===== src/rtl/lpc_word_bridge.sv =====
// Splits byte/half/word core requests into single-byte LPC go/done cycles and reassembles read data LE.
// go rises the cycle after accept, 1 ISSUE + 1 GAP cycle minimum per byte; one request in flight, response held until resp_ready.
module lpc_word_bridge #(
    parameter int TIMEOUT_CYCLES = 255,
    parameter int CNT_W          = 8
) (
    input  logic        lclk,
    input  logic        lreset,
    input  logic        req_valid,
    output logic        req_ready,
    input  logic        req_write,
    input  logic [1:0]  req_size,
    input  logic [31:0] req_addr,
    input  logic [31:0] req_wdata,
    output logic        resp_valid,
    input  logic        resp_ready,
    output logic [31:0] resp_rdata,
    output logic        resp_err,
    output logic        lpc_go,
    output logic        lpc_dir,
    output logic [31:0] lpc_addr,
    output logic [7:0]  lpc_write_data,
    input  logic [7:0]  lpc_read_data,
    input  logic        lpc_done
);

    typedef enum logic [1:0] {IDLE, ISSUE, GAP, RESP} state_t;

    localparam logic [CNT_W-1:0] TO_LAST = CNT_W'(TIMEOUT_CYCLES - 1);

    state_t             state_q;
    logic               write_q;
    logic [31:0]        addr_q;
    logic [31:0]        wdata_q;
    logic [1:0]         last_q;
    logic [1:0]         idx_q;
    logic [CNT_W-1:0]   cnt_q;
    logic               abort_q;
    logic [31:0]        acc_q;
    logic               err_q;
    logic               go_q;
    logic               dir_q;
    logic [31:0]        laddr_q;
    logic [7:0]         lwdata_q;
    logic               req_ready_q;
    logic               resp_valid_q;

    logic [1:0]         nidx_d;
    logic [31:0]        naddr_d;
    logic [7:0]         nwdata_d;
    logic [1:0]         last_d;

    always_comb begin
        nidx_d   = idx_q + 2'd1;
        naddr_d  = addr_q + 32'(nidx_d);
        nwdata_d = wdata_q[{nidx_d, 3'b000} +: 8];
        case (req_size)
            2'd0:    last_d = 2'd0;
            2'd1:    last_d = 2'd1;
            default: last_d = 2'd3;
        endcase
    end

    always_ff @(posedge lclk or negedge lreset) begin
        if (!lreset) begin
            state_q      <= IDLE;
            write_q      <= 1'b0;
            addr_q       <= '0;
            wdata_q      <= '0;
            last_q       <= '0;
            idx_q        <= '0;
            cnt_q        <= '0;
            abort_q      <= 1'b0;
            acc_q        <= '0;
            err_q        <= 1'b0;
            go_q         <= 1'b0;
            dir_q        <= 1'b0;
            laddr_q      <= '0;
            lwdata_q     <= '0;
            req_ready_q  <= 1'b1;
            resp_valid_q <= 1'b0;
        end else begin
            case (state_q)
                IDLE: begin
                    if (req_valid) begin
                        write_q     <= req_write;
                        addr_q      <= req_addr;
                        wdata_q     <= req_wdata;
                        last_q      <= last_d;
                        idx_q       <= '0;
                        cnt_q       <= '0;
                        abort_q     <= 1'b0;
                        acc_q       <= '0;
                        err_q       <= 1'b0;
                        go_q        <= 1'b1;
                        dir_q       <= req_write;
                        laddr_q     <= req_addr;
                        lwdata_q    <= req_wdata[7:0];
                        req_ready_q <= 1'b0;
                        state_q     <= ISSUE;
                    end
                end
                ISSUE: begin
                    // done is checked first so a late done on the timeout edge still counts
                    if (lpc_done) begin
                        if (!write_q) begin
                            acc_q[{idx_q, 3'b000} +: 8] <= lpc_read_data;
                        end
                        go_q    <= 1'b0;
                        state_q <= GAP;
                    end else begin
                        cnt_q <= cnt_q + 1'b1;
                        if (cnt_q == TO_LAST) begin
                            err_q   <= 1'b1;
                            abort_q <= 1'b1;
                            go_q    <= 1'b0;
                            state_q <= GAP;
                        end
                    end
                end
                GAP: begin
                    if (!lpc_done) begin
                        if (abort_q || idx_q == last_q) begin
                            resp_valid_q <= 1'b1;
                            state_q      <= RESP;
                        end else begin
                            idx_q    <= nidx_d;
                            cnt_q    <= '0;
                            go_q     <= 1'b1;
                            laddr_q  <= naddr_d;
                            lwdata_q <= nwdata_d;
                            state_q  <= ISSUE;
                        end
                    end
                end
                RESP: begin
                    if (resp_ready) begin
                        resp_valid_q <= 1'b0;
                        req_ready_q  <= 1'b1;
                        state_q      <= IDLE;
                    end
                end
                default: state_q <= IDLE;
            endcase
        end
    end

    assign req_ready      = req_ready_q;
    assign resp_valid     = resp_valid_q;
    assign resp_rdata     = acc_q;
    assign resp_err       = err_q;
    assign lpc_go         = go_q;
    assign lpc_dir        = dir_q;
    assign lpc_addr       = laddr_q;
    assign lpc_write_data = lwdata_q;

endmodule

===== config.mk =====
export PLATFORM = sky130hd
export DESIGN_NAME = lpc_word_bridge
export DESIGN_NICKNAME = d
export VERILOG_FILES = /design/src/rtl/lpc_word_bridge.sv
export SDC_FILE = /design/constraint.sdc
export NUM_CORES = 1
export LEC_CHECK = 0
export CORE_UTILIZATION = 47
export DETAILED_ROUTE_END_ITERATION = 6
export MAX_ROUTING_LAYER = met4
export PLACE_DENSITY = 0.75
export SLEW_MARGIN = 20
export SYNTH_ARGS = -nofsm -noshare
export SYNTH_HDL_FRONTEND = slang
export SYNTH_SLANG_ARGS = --single-unit

===== constraint.sdc =====
create_clock -name lclk -period 2.9 [get_ports lclk]
set_input_delay 0.435 -clock lclk [delete_from_list [all_inputs] [get_ports lclk]]
set_output_delay 0.435 -clock lclk [all_outputs]
set_load 0.02 [all_outputs]

==> results.tsv <==
metric	value	unit
status	completed	
Syn Area/Cell	9.06	µm²
Rows	45	
worst skew pair latency	430	ps
die area	16100	µm²
crit path kind	flop to flop	
CTS Sinks	155	
final core area utilization	64.0	%
layout cells sized above 1	7.61	%
Post-CTS Setup Repair Bufs	0	
syn_nets	896	
H-tree levels	4	
first-pass GRT wire length	30.4	mm
setup tns final	0	ps
Starting Density	48.1	%
Via Count	6179	
largest area contributor in the netlist	dfrtp_1	
Pwr per Cell Area	1020	nW/µm²
fillers	1287	
Final Instance Count excl. Fillers	1161	
hold_buf cts	0	
ANT nets after route	0	
Clock Root Buffer	clkbuf_16	
predominant post-synthesis flop cell	dfrtp_1	
final hold vios	0	
top cell type's share of synthesized area	52.7	%
number of synthesized flops with an enable pin	0	
synthesized instance count	807	
Layout area overhead	33.1	%
crit end category	flop	
synth warn	0	
core area	15200	µm²
Initial DRC Count	479	
DIE HEIGHT	127	µm
minimum clock period	2630	ps
VDD IR max	0.516	mV
worst reg-to-reg path cell count	10	
nets	1049	
count leader, synth	nand2_1	
area of placed instances	9170	µm²
CP arrival	2950	ps
IO Pins	157	
CTS max path bufs	2	
number of port buffers	156	
CTS buffer count	17	
commonest cells in the netlist	nand2_1, dfrtp_1, o21ai_0	
initial antenna violation count	0	
synth top area cells	dfrtp_1, nand2_1, o21ai_0	
grt ovf	0	
worst r2r src	idx_q[0]	
Min-Delay Path Class	primary input to async pin	
largest net degree at the start of global routing	68	
worst-margin pin slew	802	ps
clk slew on worst S/H paths	60	ps
Slew HR	46.6	%
Die Width	127	µm
CP Max Fanout	14	
# DRC	0	
Fin Clk Skew	9.03	ps
Placer Congestion	0.824	
Yosys cell types	49	
post-DP HPWL	12.4	mm
WL/cell	15.9	µm
CTS tree	built	
CP Capture Point	lpc_addr[16]	
Pleak	0.00430	µW
PostCTS Resize Cnt	0	
RSZ-0062 raised after global routing	no	
final setup vio count	0	
CP Launch Point	idx_q[0]	
r2r endpoint	lpc_addr[16]	
first-pass detailed-route iteration total	5	
number of global-route vias before repair	5865	
register area share after synthesis	53.1	%
placed instance count	1129	
Via-to-Cell Ratio	5.32	
max frequency	0.380	GHz
Final Cell Area	9730	µm²
MaxCap Viol Count	0	
CP required	3220	ps
Antenna Cells	0	
flops & latches, synth	155	
area of the mapped netlist	7310	µm²
total track usage	25.0	%
period utilisation layout	90.8	%
final wirelength	18.5	mm
Final Max Tran Viols	0	
Critical Path Start Type	flop	
reg2reg setup slack	270	ps
async set or reset register ratio after synthesis	100	%
==> cell type report <==
type / count / area (µm²) / area share, %
Clock buffer: 18 / 439 / 4.52
Multi-Input combinational cell: 588 / 3200 / 32.9
Clock inverter: 14 / 114 / 1.17
Sequential cell: 155 / 3880 / 39.9
Timing Repair Buffer: 180 / 1790 / 18.4
Tap cell: 188 / 235 / 2.42
Inverter: 18 / 67.6 / 0.695
==> per-stage QoR <==
stage	setup slack [ps]	total power, µW	hold slack [ps]
after global placement	400	7790	455
after CTS	232	10000	30.9
after detailed placement	292	7870	460
final	267	9940	1.79
after floorplan	228	6170	139
after global routing	114	10600	63.4
==> state kept, by name (all words and copies together) (netlist names) <==
name            flops
resp_rdata         32
last_q              2
state_q             2
cnt_q               8
lpc_write_data      8
resp_valid          1
idx_q               2
lpc_dir             1
wdata_q            32
resp_err            1
lpc_go              1
addr_q             32
req_ready           1
lpc_addr           32
==> worst min-delay path by stage <==
stage | from | end | slack (ps) | cells after the start
final | lreset | addr_q[20] | 2 | 1
after global routing | lreset | addr_q[20] | 60 | 1
after CTS | lreset | addr_q[20] | 30 | 1
after detailed placement | wdata_q[3] | wdata_q[3] | 460 | 2
after global placement | wdata_q[29] | wdata_q[29] | 450 | 2
after floorplan | lreset | addr_q[0] | 140 | 0
==> cell usage in the layout, fill, tap and decap left out, types with 9 or more instances in the layout <==
master / n
inv_1: 18
clkbuf_16: 17
buf_4: 20
a21oi_1: 18
mux2i_1: 12
xor2_1: 13
nor2_1: 31
clkdlybuf4s50_1: 155
a22oi_1: 9
nand3_1: 20
a22o_1: 10
o21ai_0: 52
xnor2_1: 15
nand2_1: 289
nor3_1: 12
dfrtp_1: 154
o31ai_1: 9
==> worst max-delay path, cell delays in order (launching register included) <==
cell,delay [ps]
dfrtp_1,340
inv_1,90
ha_1,320
buf_4,240
fa_1,270
nand4_1,290
nor4b_2,290
buf_4,220
xor2_1,80
a21o_1,180
a22o_1,200
==> cells by family (layout without fill, tap and decap cells) <==
kind of cell / count (synthesis) / in the layout / synth area share (%)
AND/OR/NAND/NOR: 400 / 400 / 23.5
flip-flops: 155 / 155 / 53.1
AO/OA/AOI/OAI: 130 / 130 / 10.8
buffers and inverters: 64 / 230 / 3.39
XOR/XNOR: 28 / 28 / 3.36
multiplexers: 21 / 21 / 4.26
adder cells (fa/ha/maj): 9 / 9 / 1.64
==> report_power, final <==
group / switching, µW / internal [µW] / leakage [µW]
Combinational: 2320 / 1860 / 0.00207
Sequential: 663 / 3000 / 0.00197
Clock: 958 / 1130 / 0.000261
Total: 3940 / 6000 / 0.00430
==> metal layers <==
| layer | vias to the layer above | part of all wire (%) | GRT usage [%] |
|---|---|---|---|
| met2 | 166 | 46 | 37.4 |
| li1 | 3016 | - | - |
| met5 | - | 0 | - |
| met1 | 2972 | 47 | 34.8 |
| met4 | 0 | 1.4 | 7.77 |
| met3 | 25 | 5.1 | 4.60 |
No activity file was read; power rests on OpenSTA's default activity.
